==> config.mk <==
export PLATFORM = sky130hd
export DESIGN_NAME = alu_share_arbiter
export DESIGN_NICKNAME = d
export VERILOG_FILES = /design/src/rtl/alu_pkg.sv /design/src/rtl/alu.sv /design/src/rtl/alu_share_arbiter.sv
export SDC_FILE = /design/constraint.sdc
export NUM_CORES = 1
export LEC_CHECK = 0
export ABC_AREA = 1
export CAP_MARGIN = 20
export CELL_PAD_IN_SITES_DETAIL_PLACEMENT = 1
export CELL_PAD_IN_SITES_GLOBAL_PLACEMENT = 1
export CORE_ASPECT_RATIO = 0.5
export CORE_MARGIN = 4
export CORE_UTILIZATION = 29
export DETAILED_ROUTE_END_ITERATION = 8
export PLACE_DENSITY_LB_ADDON = 0.1
export REMOVE_ABC_BUFFERS = 1
export SYNTH_ARGS = -nofsm -noshare
export SYNTH_HDL_FRONTEND = slang
export SYNTH_SLANG_ARGS = --single-unit
==> constraint.sdc <==
create_clock -name clk -period 1.6 [get_ports clk]
set_clock_uncertainty 0.2 [all_clocks]
set_input_delay 0.24 -clock clk [delete_from_list [all_inputs] [get_ports clk]]
set_output_delay 0.24 -clock clk [all_outputs]
set_load 0.01 [all_outputs]
==> src/rtl/alu_pkg.sv <==
// Shared ALU definitions: op code constants and the requester id type.
package alu_pkg;

  localparam logic [3:0] ALU_AND = 4'b0000;
  localparam logic [3:0] ALU_OR  = 4'b0001;
  localparam logic [3:0] ALU_ADD = 4'b0010;
  localparam logic [3:0] ALU_XOR = 4'b0100;
  localparam logic [3:0] ALU_EQ  = 4'b1000;

  // Bit 0 of req_valid is the pipeline EX stage, bit 1 the auxiliary unit.
  typedef enum logic {
    REQ_EX  = 1'b0,
    REQ_AUX = 1'b1
  } req_id_t;

endpackage

==> src/rtl/alu.sv <==
// Purely combinational ALU; undefined op codes produce zero.
module alu
  import alu_pkg::*;
#(
  parameter int DATA_WIDTH    = 32,
  parameter int OPCODE_LENGTH = 4
) (
  input  logic [DATA_WIDTH-1:0]    a,
  input  logic [DATA_WIDTH-1:0]    b,
  input  logic [OPCODE_LENGTH-1:0] op,
  output logic [DATA_WIDTH-1:0]    result
);

  always_comb begin
    result = '0;
    case (op)
      OPCODE_LENGTH'(ALU_AND): result = a & b;
      OPCODE_LENGTH'(ALU_OR):  result = a | b;
      OPCODE_LENGTH'(ALU_ADD): result = a + b;
      OPCODE_LENGTH'(ALU_XOR): result = a ^ b;
      OPCODE_LENGTH'(ALU_EQ):  result = {{(DATA_WIDTH-1){1'b0}}, (a == b)};
      default:                 result = '0;
    endcase
  end

endmodule

==> src/rtl/alu_share_arbiter.sv <==
// Two requesters share one ALU behind a single-entry registered result slot.
// Define ALU_ARB_ROUND_ROBIN_EN to alternate ties; otherwise requester 0 wins ties.
module alu_share_arbiter
  import alu_pkg::*;
#(
  parameter int DATA_WIDTH    = 32,
  parameter int OPCODE_LENGTH = 4
) (
  input  logic                     clk,
  input  logic                     reset,
  input  logic [1:0]               req_valid,
  output logic [1:0]               req_ready,
  input  logic [DATA_WIDTH-1:0]    req0_a,
  input  logic [DATA_WIDTH-1:0]    req0_b,
  input  logic [OPCODE_LENGTH-1:0] req0_op,
  input  logic [DATA_WIDTH-1:0]    req1_a,
  input  logic [DATA_WIDTH-1:0]    req1_b,
  input  logic [OPCODE_LENGTH-1:0] req1_op,
  output logic                     rsp_valid,
  input  logic                     rsp_ready,
  output logic [DATA_WIDTH-1:0]    rsp_data,
  output logic                     rsp_id
);

  logic [1:0]               grant;
  logic                     slot_free;
  logic                     accept;
  req_id_t                  sel;
  req_id_t                  rsp_id_q;
  logic [DATA_WIDTH-1:0]    alu_a;
  logic [DATA_WIDTH-1:0]    alu_b;
  logic [OPCODE_LENGTH-1:0] alu_op;
  logic [DATA_WIDTH-1:0]    alu_result;

`ifdef ALU_ARB_ROUND_ROBIN_EN
  req_id_t last_grant;
`endif

  // A result drained this cycle frees the slot for a same-cycle accept.
  assign slot_free = !rsp_valid || rsp_ready;

  always_comb begin
    grant = 2'b00;
`ifdef ALU_ARB_ROUND_ROBIN_EN
    if (req_valid == 2'b11)
      grant = (last_grant == REQ_EX) ? 2'b10 : 2'b01;
    else
      grant = req_valid;
`else
    if (req_valid[0])
      grant = 2'b01;
    else if (req_valid[1])
      grant = 2'b10;
`endif
  end

  assign req_ready = reset ? 2'b00 : (grant & {2{slot_free}});
  assign accept    = |(req_valid & req_ready);
  assign sel       = grant[1] ? REQ_AUX : REQ_EX;

  always_comb begin
    alu_a  = req0_a;
    alu_b  = req0_b;
    alu_op = req0_op;
    if (sel == REQ_AUX) begin
      alu_a  = req1_a;
      alu_b  = req1_b;
      alu_op = req1_op;
    end
  end

  alu #(
    .DATA_WIDTH   (DATA_WIDTH),
    .OPCODE_LENGTH(OPCODE_LENGTH)
  ) u_alu (
    .a     (alu_a),
    .b     (alu_b),
    .op    (alu_op),
    .result(alu_result)
  );

  // Result slot: load on accept (even while draining), clear when drained idle.
  always_ff @(posedge clk or posedge reset) begin
    if (reset) begin
      rsp_valid <= 1'b0;
      rsp_data  <= '0;
      rsp_id_q  <= REQ_EX;
    end else if (accept) begin
      rsp_valid <= 1'b1;
      rsp_data  <= alu_result;
      rsp_id_q  <= sel;
    end else if (rsp_ready) begin
      rsp_valid <= 1'b0;
    end
  end

`ifdef ALU_ARB_ROUND_ROBIN_EN
  // Reset to the auxiliary unit so the first tie goes to the EX stage.
  always_ff @(posedge clk or posedge reset) begin
    if (reset)
      last_grant <= REQ_AUX;
    else if (accept)
      last_grant <= sel;
  end
`endif

  assign rsp_id = rsp_id_q;

endmodule

## Word-level counts from Yosys, hierarchy flattened

Index checks and enable logic that the tools add are counted.

| word-level totals | value |
|---|---|
| input bits | 141 |
| word-level logic and storage cells | 29 |
| output and inout bits | 36 |
| bits in registers | 34 |

| operators by class | value |
|---|---|
| reduce and logical (&&, ||, !) cells | 5 |
| equal/unequal tests | 5 |
| mux-type cells | 10 |
| add/sub/neg operators | 1 |
| bitwise gates (word level) | 5 |

Operators by type and width:

| kind | number |
|---|---|
| 32-bit case mux with 5 select lines | 1 |
| 32-bit two-way mux | 2 |
| 32-bit adder | 1 |
| 32-bit AND | 1 |
| 32-bit equality test | 1 |
| 32-bit OR | 1 |
| 32-bit XOR | 1 |
| 2-bit two-way mux | 3 |
| 2-bit AND | 2 |
| 4-bit by 1-bit equality test with 1-bit output, second input constant | 1 |
| 4-bit by 2-bit equality test with 1-bit output, second input constant | 1 |
| 4-bit by 3-bit equality test with 1-bit output, second input constant | 1 |
| 4-bit equality test, second input constant | 1 |
| 4-bit zero test | 1 |
| 4-bit two-way mux | 1 |
| 1-bit two-way mux | 3 |
| 2-bit nonzero test | 1 |
| 2-bit OR reduction | 1 |
| 1-bit zero test | 1 |
| 1-bit logical OR | 1 |

## Logic depth before layout (Yosys ltp)

| depth | value |
|---|---|
| depth in word-level cells | 7 |
| mapped depth | 23 |
| gate-level depth less buffers | 20 |

## Hierarchy

A second synthesis with hierarchy kept.

| second synthesis, totals | value |
|---|---|
| cell total of the unflattened synthesis | 1161 |
| area total of the unflattened synthesis | 6336.1 sq um |

Modules (own cells, without submodules):

| module | seq. area each (sq um) | times used | area each (sq um) | cells an instance |
|---|---|---|---|---|
| alu | 0.0 | 1 | 3941.3 | 782 |
| alu_share_arbiter | 850.8 | 1 | 2394.8 | 379 |

## Least setup slack after synthesis

Ideal clock, no wire load.

| path | value |
|---|---|
| path type | input -> register |
| start | input req_valid[0] |
| end | register rsp_data[31] |
| setup slack | -1.425 ns |
| arrival | 2.708 ns |
| setup time | 0.117 ns |
| path buffers | 4 |
| data required time | 1.283 ns |
| cell stages on the path | 21 |
| path through | inv_1 > nand2_4 > buf_6 > clkbuf_1 > clkbuf_1 > nand2_1 > o21ai_0 > inv_1 > ha_1 > clkbuf_1 > nand2_1 > nor2_1 > nand2_1 > nor4_1 > nand2_1 > nand2_1 > nand2_1 > nand3_1 > nand2_1 > nand2_1 > nand2_1 |

| between the ends | value |
|---|---|
| cells in the longest elaborated chain, start to end | 5 |
| elaborated cells on any way between the ends | 19 |
| those cells by class | add/sub (1); eq/ne (4); mux (7); bitwise (5); reduce/logical (2) |

Ends and longest elaborated chain:

| item | line | RTL |
|---|---|---|
| start: declaration | alu_share_arbiter.sv:11 | `input logic [1:0] req_valid,` |
| 2-bit two-way mux | alu_share_arbiter.sv:50 | `if (req_valid[0])` |
| 1-bit two-way mux or 2-bit AND (tied branches) | alu_share_arbiter.sv:59, alu_share_arbiter.sv:57 |  |
| 32-bit two-way mux (tied with other cells) | alu_share_arbiter.sv:65 | `if (sel == REQ_AUX) begin` |
| 32-bit adder (tied with other cells) | alu.sv:19 | `OPCODE_LENGTH'(ALU_ADD): result = a + b;` |
| 32-bit case mux with 5 select lines or 2-bit OR reduction (tied branches) | alu.sv:16, alu_share_arbiter.sv:58 |  |
| end signal: assignment | alu_share_arbiter.sv:90 | `rsp_data <= alu_result;` |
| end: declaration | alu_share_arbiter.sv:21 | `output logic [DATA_WIDTH-1:0] rsp_data,` |

Several ways; a longest one is shown, not always the timed one.
A chain may end at the register's enable or synchronous reset.

## Worst setup path after layout

| path | value |
|---|---|
| start | input req_valid[0] |
| end | register rsp_data[22] |

Same word-level chain as after synthesis.

==> impl_metrics.csv <==
group,metric,value,unit
status,outcome,"complete, but fails checks",
status,violations,"setup timing",
placed_design,dpl.cell_count,1572,
clock_tree,clk_pin_slew,70,ps
final_layout,multi_input_area,0.00569,sq mm
placed_design,gp_congestion,0.890,
synthesis,synth_area_leaders,"nand2_1 22%, dfrtp_1 15%, ha_1 14%",
synthesis,ys_ff_latch,34,
synthesis,synth.avg_cell_area,5.62,sq um
setup_path,cpPeakStageDelay,320,ps
grt,grt_pass1_vias,9037,
setup_path,crit_top_cell,"nand2_1",
route,post_drt_wl_per_cell,27.4,um
pwr,powerDensity,679,mW/mm^2
final_layout,layout_common_cells,"267 x nand2_1, 182 x buf_4, 158 x inv_1, 137 x clkdlybuf4s50_1, 42 x nand2_2",
synthesis,synth-main-ff-cell,"dfrtp_1",
pwr,combPwrFrac,71.9,%
setup_path,critPathLaunchType,"primary input",
setup_path,end_kind,"flop",
synthesis,yosys_warnings,0,
synthesis,synthArstFlopShare,100,%
final_layout,stdcell_area,0.0118,sq mm
pwr,p_clk_share,14.6,%
setup_path,crit_start,"req_valid[0]",
sta,slew_violations,0,
floorplanning,fp.coreArea,0.0187,sq mm
route,drc,0,
pwr,intPower,4.15,mW
route,dr.pass1.iters,6,
floorplanning,die_y,107,um
final_layout,syn_to_final_growth,109,%
grt,antenna_found_initial,1,
grt,grt_overflow,0,
route,drt_iter0_drc,956,
setup_path,crit_chain,"buf_8, clkinv_8, nand2_8, clkbuf_16, o21ai_2, inv_1, ha_4, nand2_1, nor2_2, inv_1, nor2_2, and3_1, nand2_1, nand2_2, buf_4, xnor2_1, o21ai_0, nand2_1, nand2_1",
floorplanning,start_util,30.1,%
clock_tree,htree_num_levels,2,
synthesis,synth_top_cell_by_area,"nand2_1",
final_layout,final.fill_count,2290,
synthesis,synth_edf_count,0,
synthesis,synth_area,0.00565,sq mm
pwr,swShare,48.1,%
floorplanning,io_pins,177,
pwr,p_leak,5.85,nW
setup_path,critPathKind,"in -> reg",
sta,period_needed,2920,ps
pwr,seqPwrFrac,13.5,%
setup_path,worstSetupEndpoint,"rsp_data[22]",
final_layout,instances_no_fill,1650,
placed_design,hpwlAfterDp,22.2,mm
clock_tree,cts_max_path_buffers,2,
route,viasPerCell,5.79,
clock_tree,cts_root_buffer,"clkbuf_16",
final_layout,drive_gt1_share,39.4,%
route,drtAntennaViolNets,0,
clock_tree,cts_buffers,5,
sta,finalHoldViolCount,0,
floorplanning,fp-row-count,35,
floorplanning,die_w,205,um
sta,slew_headroom,57.5,%
grt,grt_pass1_wl,51.6,mm
sta,rsz0062_at_grt,"yes",
setup_path,cp_data_arrival_time,2910,ps
sta,fmax,0.343,GHz
placed_design,io_buffers,176,
sta,post-route-period-util,182,%
synthesis,synth_cells,1004,
final_layout,nNetsFinal,1593,
sta,fin_ws,-1320,ps
synthesis,synth_seq_area_share,15.1,%
final_layout,fin_util,62.9,%
setup_path,critPathMaxFanout,11,
placed_design,placed_area,0.00893,sq mm
setup_path,r2r-end,"rsp_data[11]",
worst_hold_path,hold_path_class,"in -> reg",
route,drt-total-wl,45.2,mm
clock_tree,cts_sinks,34,
setup_path,required,1590,ps
route,vias,9561,
synthesis,synth_top_area_share,21.9,%
setup_path,r2r_slack,-240,ps
setup_path,r2r_start,"rsp_valid",
sta,setup_violations,35,
clock_tree,clock_latency,310,ps
synthesis,ys_types,39,
final_layout,mostFrequentLayoutCell,"nand2_1",
pwr,vdd_ir_drop_max,0.488,mV
run,cap_violations,0,
clock_tree,cts_tree,"done",
setup_path,reg2reg_depth,8,
setup_path,slowest_stage,"ha_4",
sta,worst_pin_slew,637,ps
pwr,netSwitchingPower,3.84,mW
grt,grt_max_degree,35,
grt,grt_use_total,30.3,%
final_layout,regArea,851,sq um
floorplanning,die-area,0.0219,sq mm
layout make-up:
type,count,area share [%]
Clock buffer,7,1.21
Inverter,181,5.98
Clock inverter,1,0.0425
Timing Repair Buffer,414,34.5
Tap cell,259,2.75
Sequential cell,34,7.22
Antenna cell,1,0.0212
Multi-Input combinational cell,753,48.3
per-stage QoR:
stage               power [mW]  setup TNS (ps)  setup slack, ps  hold WS (ps)
CTS                       6.53          -26550            -1020           278
finish                    7.99          -35110            -1320           203
detailed placement        4.59          -60090            -2070           269
global route              8.22          -38500            -1390           224
floorplan                 2.60          -64990            -2100           190
global placement          4.51          -57110            -1990           262
registers in the layout (all words and copies together), names as in the netlist:
signal	flops
rsp_valid	1
rsp_id	1
rsp_data	32
synthesized netlist by cell type, drive strengths merged (11+ instances only):
master,count
nand2,337
inv,181
o21ai,97
ha,63
nor2,61
nand3,59
a21oi,53
dfrtp,34
clkbuf,23
buf,14
or2,13
o22ai,11
per-layer routing:
metal  share of wire [%]  GRT usage (%)
met5               0.027              0
met4                 5.9           9.12
met3                  11           6.92
met2                  43           50.5
met1                  40           39.3
power by group through the flow:
stage / Combinational [mW] / Clock, mW / Sequential [mW]
final: 5.75 / 1.17 / 1.08
after global placement: 3.44 / 0 / 1.07
after global routing: 5.94 / 1.19 / 1.09
after floorplan: 1.47 / 0 / 1.12
after detailed placement: 3.52 / 0 / 1.07
after CTS: 4.35 / 1.12 / 1.05
repair_timing:
item / CTS / global route
pin swaps: 40 / 82
hold buffers: 0 / 0
setup buffers: 22 / 36
resized for setup: 384 / 190
endpoints found under the setup margin: 70 / 36
gates cloned: 6 / 8
logic make-up after synthesis:
group | after synthesis | share of synthesized area, %
and+or+nand+nor | 504 | 37.6
xor gates and xnor gates | 2 | 0.310
AOI/OAI and AO/OA | 183 | 17.7
buffers and inverters | 218 | 15.3
adders and majority gates | 63 | 14.0
DFF | 34 | 15.1
critical path, delay by kind of cell:
kind,cells,cell delay [ps]
AO/OA/AOI/OAI,2,270
adder cells (fa/ha/maj),1,320
buffers and inverters,6,750
AND/OR/NAND/NOR,9,1190
XOR/XNOR,1,100
how the worst min path moves through the flow:
stage / from / depth (start not counted) / to / slack [ps]
2_1_floorplan: reset / 1 / rsp_data[0] / 190
3_3_place_gp: rsp_data[20] / 2 / rsp_data[20] / 260
3_5_place_dp: rsp_data[13] / 2 / rsp_data[13] / 270
4_1_cts: rsp_data[13] / 2 / rsp_data[13] / 280
5_1_grt: rsp_ready / 5 / rsp_valid / 220
6_report: rsp_ready / 5 / rsp_valid / 200
Power figures use the tool's default switching activity.
